File: src/rtl/reg_write_scoreboard_pkg.sv
// Shared register-file constants and types for the issue-stage write scoreboard.
package reg_write_scoreboard_pkg;

  localparam int REG_ADDR_W = 5;
  localparam int NUM_REGS   = 32;

  typedef logic [REG_ADDR_W-1:0] reg_addr_t;

  localparam reg_addr_t X0 = '0;

endpackage

File: src/rtl/reg_write_scoreboard_if.sv
// Issue/write-back bus between the decode/issue stage and the write scoreboard.
interface reg_write_scoreboard_if;
  import reg_write_scoreboard_pkg::*;

  logic                issue_valid;
  logic                issue_rd_enb;
  reg_addr_t           issue_rd_addr;
  reg_addr_t           issue_rs1_addr;
  logic                issue_rs1_used;
  reg_addr_t           issue_rs2_addr;
  logic                issue_rs2_used;
  logic                issue_stall;
  logic                issue_fire;
  logic                wb_valid;
  reg_addr_t           wb_addr;
  logic                flush;
  logic [NUM_REGS-1:0] busy_mask;
  logic                err_underflow;

  modport master (
    output issue_valid, issue_rd_enb, issue_rd_addr,
    output issue_rs1_addr, issue_rs1_used, issue_rs2_addr, issue_rs2_used,
    output wb_valid, wb_addr, flush,
    input  issue_stall, issue_fire, busy_mask, err_underflow
  );

  modport slave (
    input  issue_valid, issue_rd_enb, issue_rd_addr,
    input  issue_rs1_addr, issue_rs1_used, issue_rs2_addr, issue_rs2_used,
    input  wb_valid, wb_addr, flush,
    output issue_stall, issue_fire, busy_mask, err_underflow
  );

endinterface

File: src/rtl/reg_write_scoreboard_sb_counter.sv
// One per-register pending-write counter: up on issue, down on write-back, clear on flush.
module sb_counter #(
  parameter int CNT_W = 2
) (
  input  logic             clk,
  input  logic             rst,
  input  logic             inc,
  input  logic             dec,
  input  logic             clr,
  output logic [CNT_W-1:0] cnt,
  output logic             nonzero
);

  localparam logic [CNT_W-1:0] CNT_ONE = CNT_W'(1);
  localparam logic [CNT_W-1:0] CNT_MAX = '1;

  // Saturate at both ends; simultaneous inc and dec cancel.
  always_ff @(posedge clk or posedge rst) begin
    if (rst) begin
      cnt <= '0;
    end else if (clr) begin
      cnt <= '0;
    end else if (inc && !dec && cnt != CNT_MAX) begin
      cnt <= cnt + CNT_ONE;
    end else if (dec && !inc && cnt != '0) begin
      cnt <= cnt - CNT_ONE;
    end
  end

  assign nonzero = |cnt;

endmodule

File: src/rtl/reg_write_scoreboard.sv
// Issue-stage scoreboard: counts outstanding writes per register and stalls
// issue of instructions that read a register whose value is still in flight.
module reg_write_scoreboard
  import reg_write_scoreboard_pkg::*;
#(
  parameter int CNT_W = 2
) (
  input  logic                  clk,
  input  logic                  rst,
  reg_write_scoreboard_if.slave bus
);

  localparam logic [CNT_W-1:0] CNT_ONE = CNT_W'(1);
  localparam logic [CNT_W-1:0] CNT_MAX = '1;

  logic [CNT_W-1:0]    cnt [NUM_REGS];
  logic [NUM_REGS-1:0] nz;
  logic [NUM_REGS-1:0] wb_hit;
  logic [NUM_REGS-1:0] src_busy;
  logic [NUM_REGS-1:0] inc;
  logic [NUM_REGS-1:0] dec;
  logic                rd_sat;
  logic                stall_cond;
  logic                fire;
  logic                underflow;
  logic                err_q;

  genvar r;
  generate
    for (r = 0; r < NUM_REGS; r++) begin : g_reg
      if (r == 0) begin : g_x0
        assign cnt[r] = '0;
        assign nz[r]  = 1'b0;
      end else begin : g_cnt
        sb_counter #(.CNT_W(CNT_W)) u_cnt (
          .clk     (clk),
          .rst     (rst),
          .inc     (inc[r]),
          .dec     (dec[r]),
          .clr     (bus.flush),
          .cnt     (cnt[r]),
          .nonzero (nz[r])
        );
      end
    end
  endgenerate

  // A write-back retiring the last outstanding write releases readers in the same cycle.
  always_comb begin
    wb_hit   = '0;
    src_busy = '0;
    for (int i = 1; i < NUM_REGS; i++) begin
      wb_hit[i]   = bus.wb_valid && (bus.wb_addr == REG_ADDR_W'(i));
      src_busy[i] = nz[i] && !(wb_hit[i] && cnt[i] == CNT_ONE);
    end
  end

  // A full counter blocks a further write to that register unless one retires now.
  assign rd_sat = bus.issue_rd_enb && (bus.issue_rd_addr != X0) &&
                  (cnt[bus.issue_rd_addr] == CNT_MAX) && !wb_hit[bus.issue_rd_addr];

  assign stall_cond = (bus.issue_rs1_used && src_busy[bus.issue_rs1_addr]) ||
                      (bus.issue_rs2_used && src_busy[bus.issue_rs2_addr]) ||
                      rd_sat;

  assign fire            = bus.issue_valid && !stall_cond;
  assign bus.issue_stall = bus.issue_valid && stall_cond;
  assign bus.issue_fire  = fire;

  always_comb begin
    inc = '0;
    dec = '0;
    for (int i = 1; i < NUM_REGS; i++) begin
      inc[i] = fire && bus.issue_rd_enb && (bus.issue_rd_addr == REG_ADDR_W'(i));
      dec[i] = wb_hit[i] && nz[i];
    end
  end

  // Write-back to an idle register is a pipeline bookkeeping error; a flush cycle is exempt.
  assign underflow = bus.wb_valid && (bus.wb_addr != X0) && !nz[bus.wb_addr] && !bus.flush;

  always_ff @(posedge clk or posedge rst) begin
    if (rst) begin
      err_q <= 1'b0;
    end else if (underflow) begin
      err_q <= 1'b1;
    end
  end

  assign bus.err_underflow = err_q;
  assign bus.busy_mask     = nz;

endmodule

File: src/flat_wrapper.sv
// flat-port wrapper written by rule: the top's interface ports become plain ports
module reg_write_scoreboard_flat import reg_write_scoreboard_pkg::*;
#(
  parameter int CNT_W = 2
)
  (clk, rst, bus_issue_valid, bus_issue_rd_enb, bus_issue_rd_addr, bus_issue_rs1_addr, bus_issue_rs1_used, bus_issue_rs2_addr, bus_issue_rs2_used, bus_wb_valid, bus_wb_addr, bus_flush, bus_issue_stall, bus_issue_fire, bus_busy_mask, bus_err_underflow);
  reg_write_scoreboard_if bus_i ();
  input  logic clk;
  input  logic rst;
  input wire logic [$bits(bus_i.issue_valid)-1:0] bus_issue_valid;
  input wire logic [$bits(bus_i.issue_rd_enb)-1:0] bus_issue_rd_enb;
  input wire logic [$bits(bus_i.issue_rd_addr)-1:0] bus_issue_rd_addr;
  input wire logic [$bits(bus_i.issue_rs1_addr)-1:0] bus_issue_rs1_addr;
  input wire logic [$bits(bus_i.issue_rs1_used)-1:0] bus_issue_rs1_used;
  input wire logic [$bits(bus_i.issue_rs2_addr)-1:0] bus_issue_rs2_addr;
  input wire logic [$bits(bus_i.issue_rs2_used)-1:0] bus_issue_rs2_used;
  input wire logic [$bits(bus_i.wb_valid)-1:0] bus_wb_valid;
  input wire logic [$bits(bus_i.wb_addr)-1:0] bus_wb_addr;
  input wire logic [$bits(bus_i.flush)-1:0] bus_flush;
  output wire logic [$bits(bus_i.issue_stall)-1:0] bus_issue_stall;
  output wire logic [$bits(bus_i.issue_fire)-1:0] bus_issue_fire;
  output wire logic [$bits(bus_i.busy_mask)-1:0] bus_busy_mask;
  output wire logic [$bits(bus_i.err_underflow)-1:0] bus_err_underflow;
  assign bus_i.issue_valid = bus_issue_valid;
  assign bus_i.issue_rd_enb = bus_issue_rd_enb;
  assign bus_i.issue_rd_addr = bus_issue_rd_addr;
  assign bus_i.issue_rs1_addr = bus_issue_rs1_addr;
  assign bus_i.issue_rs1_used = bus_issue_rs1_used;
  assign bus_i.issue_rs2_addr = bus_issue_rs2_addr;
  assign bus_i.issue_rs2_used = bus_issue_rs2_used;
  assign bus_i.wb_valid = bus_wb_valid;
  assign bus_i.wb_addr = bus_wb_addr;
  assign bus_i.flush = bus_flush;
  assign bus_issue_stall = bus_i.issue_stall;
  assign bus_issue_fire = bus_i.issue_fire;
  assign bus_busy_mask = bus_i.busy_mask;
  assign bus_err_underflow = bus_i.err_underflow;
  reg_write_scoreboard #(.CNT_W(CNT_W)) u_core (.clk(clk), .rst(rst), .bus(bus_i));
endmodule
File: config.mk
export PLATFORM = sky130hd
export DESIGN_NAME = reg_write_scoreboard_flat
export DESIGN_NICKNAME = d
export VERILOG_FILES = /design/src/rtl/reg_write_scoreboard_pkg.sv /design/src/rtl/reg_write_scoreboard_if.sv /design/src/rtl/reg_write_scoreboard_sb_counter.sv /design/src/rtl/reg_write_scoreboard.sv /design/src/flat_wrapper.sv
export SDC_FILE = /design/constraint.sdc
export NUM_CORES = 1
export LEC_CHECK = 0
export ABC_CLOCK_PERIOD_IN_PS = 3790
export BUFFER_PORTS_ARGS = -buffer_cell sky130_fd_sc_hd__buf_2
export CAP_MARGIN = 15
export CELL_PAD_IN_SITES_DETAIL_PLACEMENT = 1
export CELL_PAD_IN_SITES_GLOBAL_PLACEMENT = 2
export CORE_MARGIN = 1
export CORE_UTILIZATION = 38
export DETAILED_ROUTE_END_ITERATION = 7
export HOLD_SLACK_MARGIN = 0.12
export PLACE_DENSITY_LB_ADDON = 0.1
export SETUP_SLACK_MARGIN = 0.15
export SLEW_MARGIN = 25
export SYNTH_ARGS = -nofsm -noshare
export SYNTH_HDL_FRONTEND = slang
export SYNTH_HIERARCHICAL = 1
export SYNTH_SLANG_ARGS = --single-unit
File: constraint.sdc
create_clock -name clk -period 3.79 [get_ports clk]
set_input_delay 0.5685 -clock clk [delete_from_list [all_inputs] [get_ports clk]]
set_output_delay 0.5685 -clock clk [all_outputs]
set_load 0.02 [all_outputs]
After elaboration in Yosys (flattened, before gate mapping)
Cells that the tools add are included.

operators by class
  bitwise operators = 1
  $add $sub $neg = 62
  $lt $le $gt $ge = 5
  muxes and demuxes = 104
  reduce and logical (&&, ||, !) cells = 484
  equal/unequal tests = 125

operator list
  kind                                                number
  logical AND 1 bit                                   290
  2-to-1 mux 2 bit                                    95
  == test 5 bit, second input constant                32
  zero test 1 bit                                     97
  nonzero test 3 bit                                  31
  == test 5 x 4 -> 1 bit, second input constant       16
  adder 2 x 1 -> 2 bit, second input constant         31
  == test 2 x 1 -> 1 bit, second input constant       31
  inequality test 2 bit, second input constant        31
  nonzero test 2 bit                                  31
  OR reduction 2 bit                                  31
  subtractor 2 x 1 -> 2 bit, second input constant    31
  == test 5 x 3 -> 1 bit, second input constant       8
  < comparator 5 x 6 -> 1 bit, second input constant  4
  binary-select mux 1 bit (select 5 bit)              4
  == test 5 x 2 -> 1 bit, second input constant       4
  binary-select mux 2 bit (select 5 bit)              1
  == test 5 x 1 -> 1 bit, second input constant       2
  nonzero test 5 bit                                  2
  >= comparator 6 bit, second input constant          1
  inverter 5 -> 6 bit                                 1
  2-to-1 mux 1 bit                                    4
  == test 2 bit, second input constant                1
  logical OR 1 bit                                    2

storage, ports and cells
  bits in registers = 63
  logic and storage cells = 813
  output and inout bits = 35
  input bits = 28

Depth between registers and ports, before layout
  word-level depth = 20
  depth in mapped cells = 14
  mapped depth without buffers = 11

Modules after synthesis
Netlist, hierarchy kept.

modules (own cells, without submodules)
  module                cells each  times used  area each (µm²)  seq. area each (µm²)
  sb_counter            14          31          130.1            50.0
  reg_write_scoreboard  449         1           3288.2           25.0

Worst setup path after synthesis
Ideal clock, no wire load.

  kind = input port to output port
  start point = input bus_issue_rd_addr[0]
  end point = output bus_issue_fire
  slack = 0.375 ns
  cell stages on the path = 9
  arrival time = 2.847 ns
  required time = 3.222 ns
  buffers on the path = 4
  path through = buf_2 -> buf_2 -> buf_2 -> mux4_2 -> o211ai_1 -> a21bo_1 -> nand2_1 -> buf_2 -> nor3_1

between the ends
  longest elaborated chain between the ends = 10
  elaborated cells on any way between the ends = 15
  classes of those cells = eq/ne: 1; mux: 5; bitwise: 1; reduce/logical: 8

RTL lines
  element                                              RTL line                    text
  start, declared                                      flat_wrapper.sv:12          input wire logic [$bits(bus_i.issue_rd_addr)-1:0] bus_issue_rd_addr;
  inverter 5 -> 6 bit (implied by the code)            reg_write_scoreboard.sv:60  (cnt[bus.issue_rd_addr] == CNT_MAX) && !wb_hit[bus.issue_rd_addr];
  binary-select mux 2 bit (select 5 bit)               reg_write_scoreboard.sv:60
  2-to-1 mux 2 bit (implied by the code) (2 in a row)  reg_write_scoreboard.sv:60
  == test 2 bit                                        reg_write_scoreboard.sv:60
  logical AND 1 bit                                    reg_write_scoreboard.sv:59  assign rd_sat = bus.issue_rd_enb && (bus.issue_rd_addr != X0) &&
  logical AND 1 bit (*)                                reg_write_scoreboard.sv:60
  logical OR 1 bit (*)                                 reg_write_scoreboard.sv:63  (bus.issue_rs2_used && src_busy[bus.issue_rs2_addr]) ||
  zero test 1 bit (*)                                  reg_write_scoreboard.sv:66  assign fire = bus.issue_valid && !stall_cond;
  logical AND 1 bit (*)                                reg_write_scoreboard.sv:66
  end, declared                                        flat_wrapper.sv:21          output wire logic [$bits(bus_i.issue_fire)-1:0] bus_issue_fire;

Every way passes the cells marked *; elsewhere a longest branch is shown, timed or not. The select of a mux whose other input is x is not followed.

Final worst setup path
  start point = input bus_wb_addr[2]
  end point = output bus_issue_stall

between the ends
  longest elaborated chain between the ends = 11
  elaborated cells on any way between the ends = 168
  classes of those cells = eq/ne: 31; mux: 6; reduce/logical: 131

RTL lines
  element                                                    RTL line                                                text
  start, declared                                            flat_wrapper.sv:18                                      input wire logic [$bits(bus_i.wb_addr)-1:0] bus_wb_addr;
  == test 5 x 1 -> 1 bit, or another cell as far along       reg_write_scoreboard.sv:53                              wb_hit[i] = bus.wb_valid && (bus.wb_addr == REG_ADDR_W'(i));
  logical AND 1 bit                                          reg_write_scoreboard.sv:53
  logical AND 1 bit                                          reg_write_scoreboard.sv:54                              src_busy[i] = nz[i] && !(wb_hit[i] && cnt[i] == CNT_ONE);
  zero test 1 bit                                            reg_write_scoreboard.sv:54
  logical AND 1 bit                                          reg_write_scoreboard.sv:54
  binary-select mux 1 bit (select 5 bit) (on tied branches)  reg_write_scoreboard.sv:62, reg_write_scoreboard.sv:63
  2-to-1 mux 1 bit (on tied branches)                        reg_write_scoreboard.sv:62, reg_write_scoreboard.sv:63
  logical AND 1 bit (on tied branches)                       reg_write_scoreboard.sv:62, reg_write_scoreboard.sv:63
  logical OR 1 bit                                           reg_write_scoreboard.sv:62                              assign stall_cond = (bus.issue_rs1_used && src_busy[bus.issue_rs1_addr]) ||
  logical OR 1 bit (*)                                       reg_write_scoreboard.sv:63
  logical AND 1 bit (*)                                      reg_write_scoreboard.sv:67                              assign bus.issue_stall = bus.issue_valid && stall_cond;
  end, declared                                              flat_wrapper.sv:20                                      output wire logic [$bits(bus_i.issue_stall)-1:0] bus_issue_stall;

Marked as above.

==> flow_metrics.env <==
export IMPL_design_area_um2=9020
export IMPL_worst_ep_required_time_ps=3220
export IMPL_die_area_um2=19800
export IMPL_mappedNetlistArea_um2=7320
export IMPL_worst_skew_pair_late_latency_ps=360
export IMPL_cts_root_to_sink_buffers=2
export IMPL_worst_ep_arrival_time_ps=3020
export IMPL_grt_pass1_wl_um=47500
export IMPL_vdd_ir_drop_max_uv=211
export IMPL_post_layout_nonfiller_instances=1238
export IMPL_clk_pin_slew_ps=60
export IMPL_ys_dominant_reg_cell="sky130_fd_sc_hd__dfrtp_1"
export IMPL_cp_start_kind="primary input"
export IMPL_holdBufCountCts=0
export IMPL_routedWlPerCell_um=25.2
export IMPL_yosysSeqAreaShare_pct=21.5
export IMPL_hold_worst_slack_ps=388
export IMPL_critPathKind="in -> out"
export IMPL_tightest_slew_ps=804
export IMPL_post_dp_cell_area_um2=8370
export IMPL_rsz0062_at_grt="false"
export IMPL_globalRouteTotalUtil_pct=31.6
export IMPL_detailedPlacementHpwl_um=23900
export IMPL_postRouteWirelength_um=31200
export IMPL_io_pin_count=63
export IMPL_final_layout_size_suffix_gt1_share_pct=27.1
export IMPL_globalRouteOverflowTotal=0
export IMPL_syn_mean_instance_area_um2=8.29
export IMPL_r2r_setup_slack_ps=330
export IMPL_leakagePower_uw=0.00335
export IMPL_timing_max_slew_rel_slack_pct=46.4
export IMPL_cts_tree="built"
export IMPL_route_detailed_vias_per_inst=6.43
export IMPL_syn_to_final_growth_pct=23.2
export IMPL_critical_path_slowest_cell="sky130_fd_sc_hd__or4b_1"
export IMPL_numCtsBuffers=9
export IMPL_critPathMaxFanout=10
export IMPL_drc=0
export IMPL_grt_pass1_vias=8123
export IMPL_num_antenna_cells=0
export IMPL_place_detailed_instances=1213
export IMPL_n_fill_cell=2249
export IMPL_timing_final_crit_period_ps=3590
export IMPL_rows=50
export IMPL_r2r_end="u_core/g_reg[25].g_cnt.u_cnt/cnt[0]"
export IMPL_clkSinkCount=63
export IMPL_clock_root_buffer="sky130_fd_sc_hd__clkbuf_16"
export IMPL_gp_routability_congestion=0.926
export IMPL_cell_by_cell_listing_of_the_critical_path="clkbuf_4 -> nand4b_1 -> buf_4 -> o41ai_2 -> mux4_2 -> or4b_1 -> o311ai_1 -> and3_4 -> buf_12 -> o31a_1 -> buf_6"
export IMPL_finalNetCount=1027
export IMPL_ys_warn_count=6
export IMPL_antenna_violating_nets_post_route=0
export IMPL_drt_iter0_markers=635
export IMPL_finalSetupViolations=0
export IMPL_vias=7958
export IMPL_antenna_found_initial=1
export IMPL_timing_hold_worst_class="in -> async"
export IMPL_floorplan_die_height_um=141
export IMPL_async_flop_share_pct=100
export IMPL_fin_util_pct=48.1
export IMPL_cp_endpoint_kind="primary output"
export IMPL_yosys_register_bits=63
export IMPL_cap_viol_max_count=0
export IMPL_initial_core_util_pct=39.0
export IMPL_period_share_pct=94.6
export IMPL_count_leader_synth="sky130_fd_sc_hd__inv_1"
export IMPL_io_buffer_count=61
export IMPL_netlist_cell_types=68
export IMPL_maximum_number_of_pins_on_one_net_before_global_route_repair=126
export IMPL_cpPeakStageDelay_ps=470
export IMPL_yosys_top_cells_area="sky130_fd_sc_hd__dfrtp_1 (22%), sky130_fd_sc_hd__mux4_2 (7.1%), sky130_fd_sc_hd__nand2b_1 (6.5%), sky130_fd_sc_hd__mux2_2 (5.1%), sky130_fd_sc_hd__inv_1 (4.6%)"
export IMPL_synthTopCellsByCount="sky130_fd_sc_hd__inv_1 (90), sky130_fd_sc_hd__nand2_1 (77), sky130_fd_sc_hd__nand2b_1 (76)"
export IMPL_synthesis_instances=883
export IMPL_first_pass_iters=5
export IMPL_yosysTopAreaCell="sky130_fd_sc_hd__dfrtp_1"
export IMPL_timing_hold_violations_final=0
export IMPL_crit_family="simple AND/OR/NAND/NOR gates"
export IMPL_floorplan_core_area_um2=18800
export IMPL_critical_path_buf_inv_count=4
export IMPL_skew_ps=12.3
export IMPL_die_x_um=141
export IMPL_reg2reg_from="u_core/g_reg[25].g_cnt.u_cnt/cnt[1]"
export IMPL_synth_net_count=911
export IMPL_post_synth_top_area_fraction_pct=21.5
export IMPL_outcome="finished, final reports clean"
export IMPL_cp_startpoint="bus_wb_addr[2]"
export IMPL_pwrdens_nw_per_um2=229
export IMPL_ff2ff_path_depth=11
export IMPL_final_max_slew_viol_count=0
export IMPL_fmax_mhz=279
export IMPL_cts_max_level=3
export IMPL_number_of_synthesized_flops_with_an_enable_pin=0
[how the worst max path moves through the flow]
| stage | cells after the start | to |
|---|---|---|
| global route | 12 | bus_issue_stall |
| global placement | 15 | u_core/g_reg[25].g_cnt.u_cnt/cnt[0] |
| CTS | 12 | bus_issue_fire |
| finish | 11 | bus_issue_stall |
| detailed placement | 15 | u_core/g_reg[25].g_cnt.u_cnt/cnt[0] |
| floorplan | 9 | bus_issue_fire |
[state kept, by name (all words and copies together), names as in the netlist]
register	flops
u_core/bus.err_underflow	1
u_core/g.g_cnt.u_cnt/cnt	62
[metal layers]
layer  routed length, um  track usage (%)  vias up  share of wire, %
li1                    -                -     3555                 -
met1               13600             40.4     4025                44
met2               14500             52.0      308                46
met3                1980             5.98       70               6.4
met4                1130             13.4        0               3.6
met5                   0                0        -                 0
[timing repair]
item                       4_1_cts  5_1_grt
setup buffers                    2        6
cloned                           0        1
pin swaps                        2        5
setup endpoints to repair        9       14
resized for setup               27       16
[layout by cell type (no fill, tap or decap), types with 33 or more instances in the layout]
master / instances
sky130_fd_sc_hd__nand2b_1: 75
sky130_fd_sc_hd__nand2_1: 77
sky130_fd_sc_hd__buf_2: 56
sky130_fd_sc_hd__nand4b_1: 36
sky130_fd_sc_hd__dfrtp_1: 62
sky130_fd_sc_hd__mux2_2: 33
sky130_fd_sc_hd__buf_4: 81
sky130_fd_sc_hd__inv_1: 90
sky130_fd_sc_hd__a21oi_1: 34
sky130_fd_sc_hd__and3_1: 34
[cell families (layout without fill, tap and decap cells)]
group / Yosys count / count (layout) / synth area share (%)
multiplexers: 65 / 65 / 13.4
AND/OR/NAND/NOR: 426 / 426 / 35.7
flip-flops: 63 / 63 / 21.5
AO/OA/AOI/OAI: 190 / 190 / 21.0
XOR/XNOR: 3 / 3 / 0.359
buffers and inverters: 135 / 256 / 7.95
other: 1 / 1 / 0.0512
[stage by stage]
stage | total power (uW) | setup slack [ps] | TNS, ps
floorplan | 895 | 375 | 0
global placement | 1060 | -251 | -1750
detailed placement | 1070 | -221 | -2550
CTS | 2050 | 155 | 0
global route | 2120 | 142 | 0
finish | 2060 | 205 | 0
[report_power, final]
group	switching (uW)	internal (uW)	leakage [uW]
clock	354	612	0.000160
sequential	3.65	674	0.000873
combinational	266	154	0.00231
[final cells by class]
cell class                 instances  area (um2)  share of cell area (%)
timing repair buffer             150        1110                    12.4
clock inverter                     3        65.1                   0.721
clock buffer                      13         260                    2.89
multi-input combinational        685        5370                    59.5
inverter                          90         338                    3.75
tap                              234         293                    3.25
sequential                        63        1580                    17.5
Power figures use the tool's default switching activity.
